`config.mk`:
```
export PLATFORM = sky130hd
export DESIGN_NAME = bcd_serial_addsub
export DESIGN_NICKNAME = d
export VERILOG_FILES = /design/src/rtl/bcd_pkg.sv /design/src/rtl/bcd_digit_adder.sv /design/src/rtl/bcd_serial_addsub.sv
export SDC_FILE = /design/constraint.sdc
export NUM_CORES = 1
export LEC_CHECK = 0
export ABC_AREA = 1
export CAP_MARGIN = 20
export CORE_ASPECT_RATIO = 0.6
export CORE_MARGIN = 5
export CORE_UTILIZATION = 40
export DETAILED_ROUTE_END_ITERATION = 6
export GPL_ROUTABILITY_DRIVEN = 1
export SLEW_MARGIN = 10
export SYNTH_ARGS = -nofsm -noshare
export SYNTH_HDL_FRONTEND = slang
export SYNTH_SLANG_ARGS = --single-unit
```
`constraint.sdc`:
```
create_clock -name clk -period 4.5 [get_ports clk]
set_input_delay 0.45 -clock clk [delete_from_list [all_inputs] [get_ports clk]]
set_output_delay 0.45 -clock clk [all_outputs]
set_load 0.01 [all_outputs]
```
`src/rtl/bcd_pkg.sv`:
```
// Shared constants, FSM state type and digit helpers for the serial BCD adder/subtractor.
package bcd_pkg;

  localparam int          BCD_DIGIT_W = 4;
  localparam logic [3:0]  BCD_MAX     = 4'd9;
  localparam logic [3:0]  BCD_CORR    = 4'd6;

  typedef enum logic [1:0] {
    ST_IDLE,
    ST_RUN,
    ST_DONE
  } state_t;

  // Nines complement of one decimal digit; meaningless for nibbles above 9,
  // which are flagged separately as invalid input.
  function automatic logic [3:0] nines_comp(input logic [3:0] digit);
    return BCD_MAX - digit;
  endfunction

endpackage

```
`src/rtl/bcd_digit_adder.sv`:
```
// Single-digit BCD adder: binary add of two digits plus carry, +6 correction when the sum exceeds 9.
module bcd_digit_adder
  import bcd_pkg::*;
(
  input  logic [3:0] a,
  input  logic [3:0] b,
  input  logic       cin,
  output logic [3:0] s,
  output logic       cout
);

  logic [4:0] sum;

  // Binary sum then decimal correction into the 0..9 range
  always_comb begin
    sum = {1'b0, a} + {1'b0, b} + {4'b0000, cin};
    if (sum > {1'b0, BCD_MAX}) begin
      s    = sum[3:0] + BCD_CORR;
      cout = 1'b1;
    end else begin
      s    = sum[3:0];
      cout = 1'b0;
    end
  end

endmodule

```
`src/rtl/bcd_serial_addsub.sv`:
```
// Multi-digit packed-BCD adder/subtractor, one digit per clock, LSD first, start/busy/done handshake.
module bcd_serial_addsub
  import bcd_pkg::*;
#(
  parameter int N_DIGITS = 4
) (
  input  logic                            clk,
  input  logic                            rst,
  input  logic                            start,
  input  logic                            sub,
  input  logic [BCD_DIGIT_W*N_DIGITS-1:0] a,
  input  logic [BCD_DIGIT_W*N_DIGITS-1:0] b,
  output logic                            busy,
  output logic                            done,
  output logic [BCD_DIGIT_W*N_DIGITS-1:0] result,
  output logic                            cout,
  output logic                            err
);

  localparam int W  = BCD_DIGIT_W * N_DIGITS;
  localparam int CW = (N_DIGITS > 1) ? $clog2(N_DIGITS) : 1;

  state_t         state, state_nx;
  logic [CW-1:0]  cnt;
  logic           carry;
  logic           sub_r;
  logic           err_run;
  logic [W-1:0]   a_r, b_r, res_sh, res_nx;

  logic           accept, last, bad, err_now;
  logic [3:0]     dig_a, dig_b, dig_s;
  logic           dig_c;
  int             idx;

  // Start is honoured only when no operation is in flight (IDLE or DONE)
  assign accept = start && (state != ST_RUN);
  assign last   = (cnt == CW'(N_DIGITS - 1));
  assign busy   = (state == ST_RUN);
  assign done   = (state == ST_DONE);

  // Select the current digit pair; subtraction uses the nines complement of B
  always_comb begin
    idx   = int'(cnt) * BCD_DIGIT_W;
    dig_a = a_r[idx +: BCD_DIGIT_W];
    dig_b = sub_r ? nines_comp(b_r[idx +: BCD_DIGIT_W]) : b_r[idx +: BCD_DIGIT_W];
  end

  bcd_digit_adder u_digit (
    .a    (dig_a),
    .b    (dig_b),
    .cin  (carry),
    .s    (dig_s),
    .cout (dig_c)
  );

  // Shadow result with the current digit merged in at its position
  always_comb begin
    res_nx = res_sh;
    res_nx[idx +: BCD_DIGIT_W] = dig_s;
  end

  // Invalid-nibble scan over the captured operands
  always_comb begin
    bad = 1'b0;
    for (int k = 0; k < N_DIGITS; k++) begin
      if (a_r[k*BCD_DIGIT_W +: BCD_DIGIT_W] > BCD_MAX ||
          b_r[k*BCD_DIGIT_W +: BCD_DIGIT_W] > BCD_MAX)
        bad = 1'b1;
    end
  end

  // The scan result is latched in the first RUN cycle; that cycle may also be the last
  assign err_now = (cnt == '0) ? bad : err_run;

  // State register
  always_ff @(posedge clk) begin
    if (rst) state <= ST_IDLE;
    else     state <= state_nx;
  end

  // Next-state logic
  always_comb begin
    state_nx = state;
    case (state)
      ST_IDLE: if (start) state_nx = ST_RUN;
      ST_RUN:  if (last)  state_nx = ST_DONE;
      ST_DONE: state_nx = start ? ST_RUN : ST_IDLE;
      default: state_nx = ST_IDLE;
    endcase
  end

  // Operand capture, per-digit accumulation and output update on the final digit
  always_ff @(posedge clk) begin
    if (rst) begin
      cnt     <= '0;
      carry   <= 1'b0;
      err_run <= 1'b0;
      res_sh  <= '0;
      result  <= '0;
      cout    <= 1'b0;
      err     <= 1'b0;
    end else if (accept) begin
      a_r    <= a;
      b_r    <= b;
      sub_r  <= sub;
      res_sh <= '0;
      cnt    <= '0;
      carry  <= sub;
    end else if (state == ST_RUN) begin
      res_sh <= res_nx;
      carry  <= dig_c;
      cnt    <= cnt + CW'(1);
      if (cnt == '0) err_run <= bad;
      if (last) begin
        result <= err_now ? '0 : res_nx;
        cout   <= err_now ? 1'b0 : (sub_r ? ~dig_c : dig_c);
        err    <= err_now;
      end
    end
  end

endmodule

```
-- Yosys cells after proc, flatten, opt, wreduce, memory -nomap -nowiden
Cells that the tools add are included.
- logic and storage cells: 70
- output and inout bits: 20
- register bits: 73
- input port bits: 36
- equality and inequality tests: 6
- shift operators: 4
- add/sub/neg operators: 6
- reductions and logical operators: 13
- muxes and demuxes: 18
- bitwise gates (word level): 3
- order comparisons: 9
- operators by type and width (kind ; count):
    $neg 4->33 ; 1
    $shift 4x33->16 const A ; 1
    $shiftx 4x33->16 ; 1
    $gt 4x4->1 const B ; 8
    $shiftx 16x5->4 ; 2
    $bwmux 16 ; 1
    $mux 16 ; 1
    $mux 1 ; 11
    $mux 4 ; 2
    $pmux 2 s3 ; 1
    $reduce_and 2->1 ; 3
    $add 4x4->5 ; 1
    $add 5x1->5 ; 1
    $gt 5x4->1 const B ; 1
    $add 4x3->4 const B ; 1
    $eq 2x2->1 const B ; 2
    $logic_not 2->1 ; 2
    $logic_or 1x1->1 ; 4
    $mux 2 ; 2
    $ne 2x1->1 const B ; 2
    $sub 4x4->4 const A ; 1
    $not 1->1 ; 3
    $reduce_and 3->1 ; 1
    $add 2x1->2 const B ; 1
    5 further kinds ; 5

-- Logic depth before layout (Yosys ltp)
- word-level depth: 10
- gate-level depth with buffers: 24
- mapped depth without buffers: 23

-- Hierarchy
A second synthesis with hierarchy kept.
- cell total of the unflattened synthesis: 411
- area, all modules: 3554.7 sq um
- modules (own cells, without submodules) (module ; instances ; cells an instance ; sequential area each (sq um) ; area an instance (sq um)):
    bcd_serial_addsub ; 1 ; 366 ; 1791.7 ; 3255.6
    bcd_digit_adder ; 1 ; 45 ; 0.0 ; 299.0

-- Worst setup path after synthesis
Ideal clock, no wire load.
- kind: register -> register
- start: register cnt[0]
- end: register res_sh[1]
- path slack: 1204 ps
- stages on the path, launching flop included: 21
- buffers on the path: 2
- setup time: 115 ps
- required time: 4385 ps
- period minus slack after synthesis: 3296 ps
- arrival: 3180 ps
- path through: dfxtp_1 -> buf_2 -> clkinv_1 -> clkbuf_1 -> nand2_1 -> a32o_1 -> fa_1 -> inv_1 -> fa_1 -> inv_1 -> ha_1 -> nand2_1 -> a21boi_2 -> nand2_2 -> nand2_4 -> nand2_1 -> nand2_2 -> nand2_1 -> o21ai_0 -> o21ai_0 -> inv_1
- word-level cells in the longest chain between the ends: 9
- elaborated cells between the ends (all ways): 13
- classes of those cells: add/sub: 5; order compare: 1; shift: 4; mux: 3
- ends and longest elaborated chain (element ; RTL line ; RTL):
    from (decl) ; bcd_serial_addsub.sv:24 ; logic [CW-1:0] cnt;
    from (signal assigned) ; bcd_serial_addsub.sv:112 ; cnt <= cnt + CW'(1);
    $shiftx 16x5->4 ; bcd_serial_addsub.sv:45 ; dig_b = sub_r ? nines_comp(b_r[idx +: BCD_DIGIT_W]) : b_r[idx +: BCD_DIGIT_W];
    $sub 4x4->4 ; bcd_pkg.sv:17 ; return BCD_MAX - digit;
    $mux 4 ; bcd_serial_addsub.sv:45 ;
    $add 4x4->5 ; bcd_digit_adder.sv:16 ; sum = {1'b0, a} + {1'b0, b} + {4'b0000, cin};
    $add 5x1->5 ; bcd_digit_adder.sv:16 ;
    $add 4x3->4 / $gt 5x4->1 (equally long branches) ; bcd_digit_adder.sv:18, bcd_digit_adder.sv:17 ;
    $mux 4 ; bcd_digit_adder.sv:17 ; if (sum > {1'b0, BCD_MAX}) begin
    $shiftx 4x33->16 ; bcd_serial_addsub.sv:59 ; res_nx[idx +: BCD_DIGIT_W] = dig_s;
    $bwmux 16 (*) ; bcd_serial_addsub.sv:59 ;
    to (signal assigned) ; bcd_serial_addsub.sv:110 ; res_sh <= res_nx;
    to (decl) ; bcd_serial_addsub.sv:28 ; logic [W-1:0] a_r, b_r, res_sh, res_nx;
Every way passes the cells marked *; elsewhere a longest branch is shown, timed or not.
A chain may end at the register's enable or synchronous reset.

-- Final worst setup path
- start: register cnt[0]
- end: register result[15]
- word-level cells in the longest chain between the ends: 10
- elaborated cells between the ends (all ways): 18
- classes of those cells: add/sub: 5; order compare: 1; eq/ne: 1; shift: 4; mux: 5; reduce/logical: 2
- ends and longest elaborated chain (element ; RTL line ; RTL):
    $shiftx 16x5->4 ; bcd_serial_addsub.sv:45 ;
    $sub 4x4->4 ; bcd_pkg.sv:17 ;
    $mux 4 ; bcd_serial_addsub.sv:45 ;
    $add 4x4->5 ; bcd_digit_adder.sv:16 ;
    $add 5x1->5 ; bcd_digit_adder.sv:16 ;
    $add 4x3->4 / $gt 5x4->1 (equally long branches) ; bcd_digit_adder.sv:18, bcd_digit_adder.sv:17 ;
    $mux 4 ; bcd_digit_adder.sv:17 ;
    $shiftx 4x33->16 ; bcd_serial_addsub.sv:59 ;
    $bwmux 16 ; bcd_serial_addsub.sv:59 ;
    $mux 16 ; bcd_serial_addsub.sv:115 ; result <= err_now ? '0 : res_nx;
    to (signal assigned) ; bcd_serial_addsub.sv:115 ;
    to (decl) ; bcd_serial_addsub.sv:15 ; output logic [BCD_DIGIT_W*N_DIGITS-1:0] result,
Several ways; a longest one is shown, not always the timed one.

==> results by group <==
Worst setup path
  • Worst R2R Setup Slack: about 800 ps
  • Arrival time worst endpoint: about 4000 ps
  • Worst EP required: 4750 ps
  • R2R depth: 18
  • Crit Path Category: flop to flop
  • CP peak stage delay: between 400 and 500 ps
  • CP max-delay cell: fa_1
  • CP cell instances: clkinv_1 -> o21ai_0 -> o22ai_1 -> xor2_1 -> fa_1 -> inv_1 -> fa_1 -> inv_1 -> ha_1 -> nand2_1 -> a21boi_2 -> nand2_2 -> nand2_4 -> nand2_2 -> nand4_1 -> o21bai_1 -> nand2_1 -> a21oi_1
  • R2r startpoint: cnt[0]
  • Kind of end point of the critical path: flop
  • CP Launch Type: flop
  • Crit Reg-Reg Endpoint: result[15]
  • CP max FO: 20

Global route
  • Largest net degree at the start of global routing: 34
  • Grt total ovfl: 0
  • Gr usage total: 16.9%
  • Global-route wire length before repair: ~14000 µm
  • Vias in the first global route: between 2000 and 3000
  • Number of antenna violations at the first check in global routing: 0

Layout
  • Area Growth Syn to Fin: 26.0%
  • Layout cells sized above 1: 7.59%
  • Number of fill cells in the layout: a little over 800
  • Commonest non-fill, non-tap cell in the layout: nand2_1
  • Non-Filler Instances: 573
  • Leading cell types in the layout, fill and taps excluded: 82 x nand2_1, 56 x inv_1, 55 x clkdlybuf4s50_1, 40 x dfxtp_1, 38 x a21oi_1
  • Cell area after layout: 4380 µm²
  • NumNets Final: around 500
  • N_diodes: 0

Synth
  • #FFs+latches synth: 73
  • Mean Syn Cell Area: 8.66 µm²
  • Post-Synthesis Cells: ~400
  • Cell area after synthesis: between 3000 and 4000 µm²
  • Sequential area share after synthesis: between 50% and 60%
  • Syn nets: 450
  • Yosys warning count: 0
  • Synth cell types: 34

Hold path
  • Hold path cells: 2
  • Worst hold path startpoint: err
  • Worst Hold Class: flop to flop
  • WHS Endpoint: err

Timing
  • Worst Tran Pin Value: ~930 ps
  • Clock Skew: 6.73 ps
  • Setup_tns: 0 ps
  • Count of final hold-check violations: 0
  • Worst Setup Slack, final: approximately 800 ps
  • WHS: about 460 ps
  • Slew margin rel.: between 30 and 40%
  • RSZ-0062 raised after global routing: false
  • Slew Limit Fails: 0
  • Min cycle time layout: approximately 3700 ps
  • Final critical-path share of the clock period: just over 80%
  • Final setup viols: 0
  • Fmax: about 270 MHz

Pwr
  • Power per cell area: between 300 and 400 nW/µm²
  • Psw: between 0.0004 and 0.0005 W
  • Max rail drop VDD: ~0.00019 V
  • Logic pwr share: a little under a fifth
  • Total internal power: around 0.0012 W
  • Lkg Pwr: between 1.5 and 2 nW
  • Clock power share: between 30 and 40%
  • Sw frac: approximately 28%
  • Sequential share of power: a little over two fifths

CTS
  • CTS tree: built
  • Clock transition at path regs: 60 ps
  • Post-CTS resize count: 0
  • CTS buffer count: 9
  • Latest clock arrival within the worst-skew pair: between 300 and 400 ps
  • H-tree Lvls: 3
  • Hold Buf Count CTS: 0
  • Number of setup buffers added after CTS: 0
  • CTS sink count: 73
  • Root Driver: clkbuf_16
  • Max Buffers Root-to-Sink: 2

Drt
  • DR pass1 iterations: 5
  • WL final: roughly 8300 µm
  • Via count: 2889
  • Initial DRC Count: about 280
  • DRC Markers: 0
  • WL per Instance: around 14 µm
  • Vias/cell: just over 5
  • Routed Antenna Nets: 0

Flow run
  • Max_cap viols: 0

Floorplan
  • CORE AREA: about 8500 µm²
  • Ports: 56
  • Cell row count: 26
  • Starting Density: between 40% and 50%
  • Full die area: about 11000 µm²
  • Width of the die: approximately 130 µm
  • Die Y: just over 80 µm

Placement
  • Setup Slack @ Placement: around 840 ps
  • Port bufs: 55
  • GPL Wtd Cong: just over 0.8
  • Post-DP HPWL: around 6000 µm
  • Placed cells: around 560
  • Cell Area, Placed: roughly 4100 µm²

Status
  • Outcome: complete, no violations
## power by group through the flow
stage	registers, W	clock network (W)	logic [W]
finish	0.000731	0.000642	0.000315
global route	0.000734	0.000688	0.000349
CTS	0.000731	0.000657	0.000311
detailed placement	0.000745	0	0.000310
global placement	0.000745	0	0.000304
floorplan	0.000742	0	0.000216
## kinds of logic after synthesis
| family | synth area share [%] |
|---|---|
| buffers and inverters | 8.57 |
| AOI/OAI and AO/OA | 16.1 |
| adders and majority gates | 5.11 |
| DFF | 51.6 |
| xor gates and xnor gates | 0.504 |
| and+or+nand+nor | 18.1 |
## layer usage
metal	track usage [%]	share of wire [%]	vias to the layer above
met5	0	0	-
met4	6.33	1.3	0
met3	5.85	6.9	12
met2	22.9	40	83
met1	24.5	52	1352
li1	-	-	1442
## cell usage after synthesis (all sizes together)
library cell | instances | area [µm²]
nand2 | 89 | 357
inv | 57 | 214
o21ai | 42 | 221
dfxtp | 40 | 801
a21oi | 39 | 206
edfxtp | 33 | 991
nor2 | 29 | 124
nand3 | 15 | 80.1
ha | 11 | 138
clkbuf | 8 | 30.0
nand4 | 8 | 50.1
o22ai | 7 | 43.8
buf | 5 | 37.5
a32o | 3 | 30.0
fa | 2 | 40.0
o211ai | 2 | 15.0
o21bai | 2 | 15.0
xor2 | 2 | 17.5
a211oi | 1 | 7.51
a21boi | 1 | 11.3
a32oi | 1 | 8.76
clkinv | 1 | 3.75
dlymetal6s2s | 1 | 12.5
nand3b | 1 | 7.51
nor4 | 1 | 12.5
## critical path: cells and delay by family, from the launching register on
family                     cells  cell delay, ps
AOI/OAI and AO/OA              5             920
xor gates and xnor gates       1             160
adders and majority gates      3            1010
buffers and inverters          3             650
DFF                            1             330
and+or+nand+nor                6             530
## through the flow
step / utilization, % / total power [W]
after floorplan: - / 0.000958
after global placement: 48.4 / 0.00105
after detailed placement: 48.4 / 0.00106
after CTS: 51.5 / 0.00170
after global routing: 51.5 / 0.00177
final: 51.5 / 0.00169
## worst max-delay path by stage
stage	from	to	slack, ps	cells after the start
after floorplan	cnt[0]	res_sh[1]	1200	20
after CTS	cnt[0]	result[15]	830	18
after detailed placement	cnt[0]	result[15]	840	18
after global placement	cnt[1]	result[1]	930	21
after global routing	cnt[0]	result[15]	470	18
final	cnt[0]	result[15]	800	18
## flip-flops by register name, indices dropped and copies added, names as in the netlist
| name | count |
|---|---|
| state | 2 |
| cnt | 2 |
| result | 16 |
| cout | 1 |
| res_sh | 16 |
| err_run | 1 |
| carry | 1 |
| err | 1 |
| b_r | 16 |
| sub_r | 1 |
| a_r | 16 |
## cell type report
class / count / area (µm²) / area share [%]
Timing Repair Buffer: 58 / 573 / 13.1
Inverter: 58 / 218 / 4.97
Sequential cell: 73 / 1790 / 40.9
Clock buffer: 11 / 233 / 5.32
Tap cell: 112 / 140 / 3.20
Clock inverter: 5 / 33.8 / 0.772
Multi-Input combinational cell: 256 / 1390 / 31.7
Power figures use the tool's default switching activity.
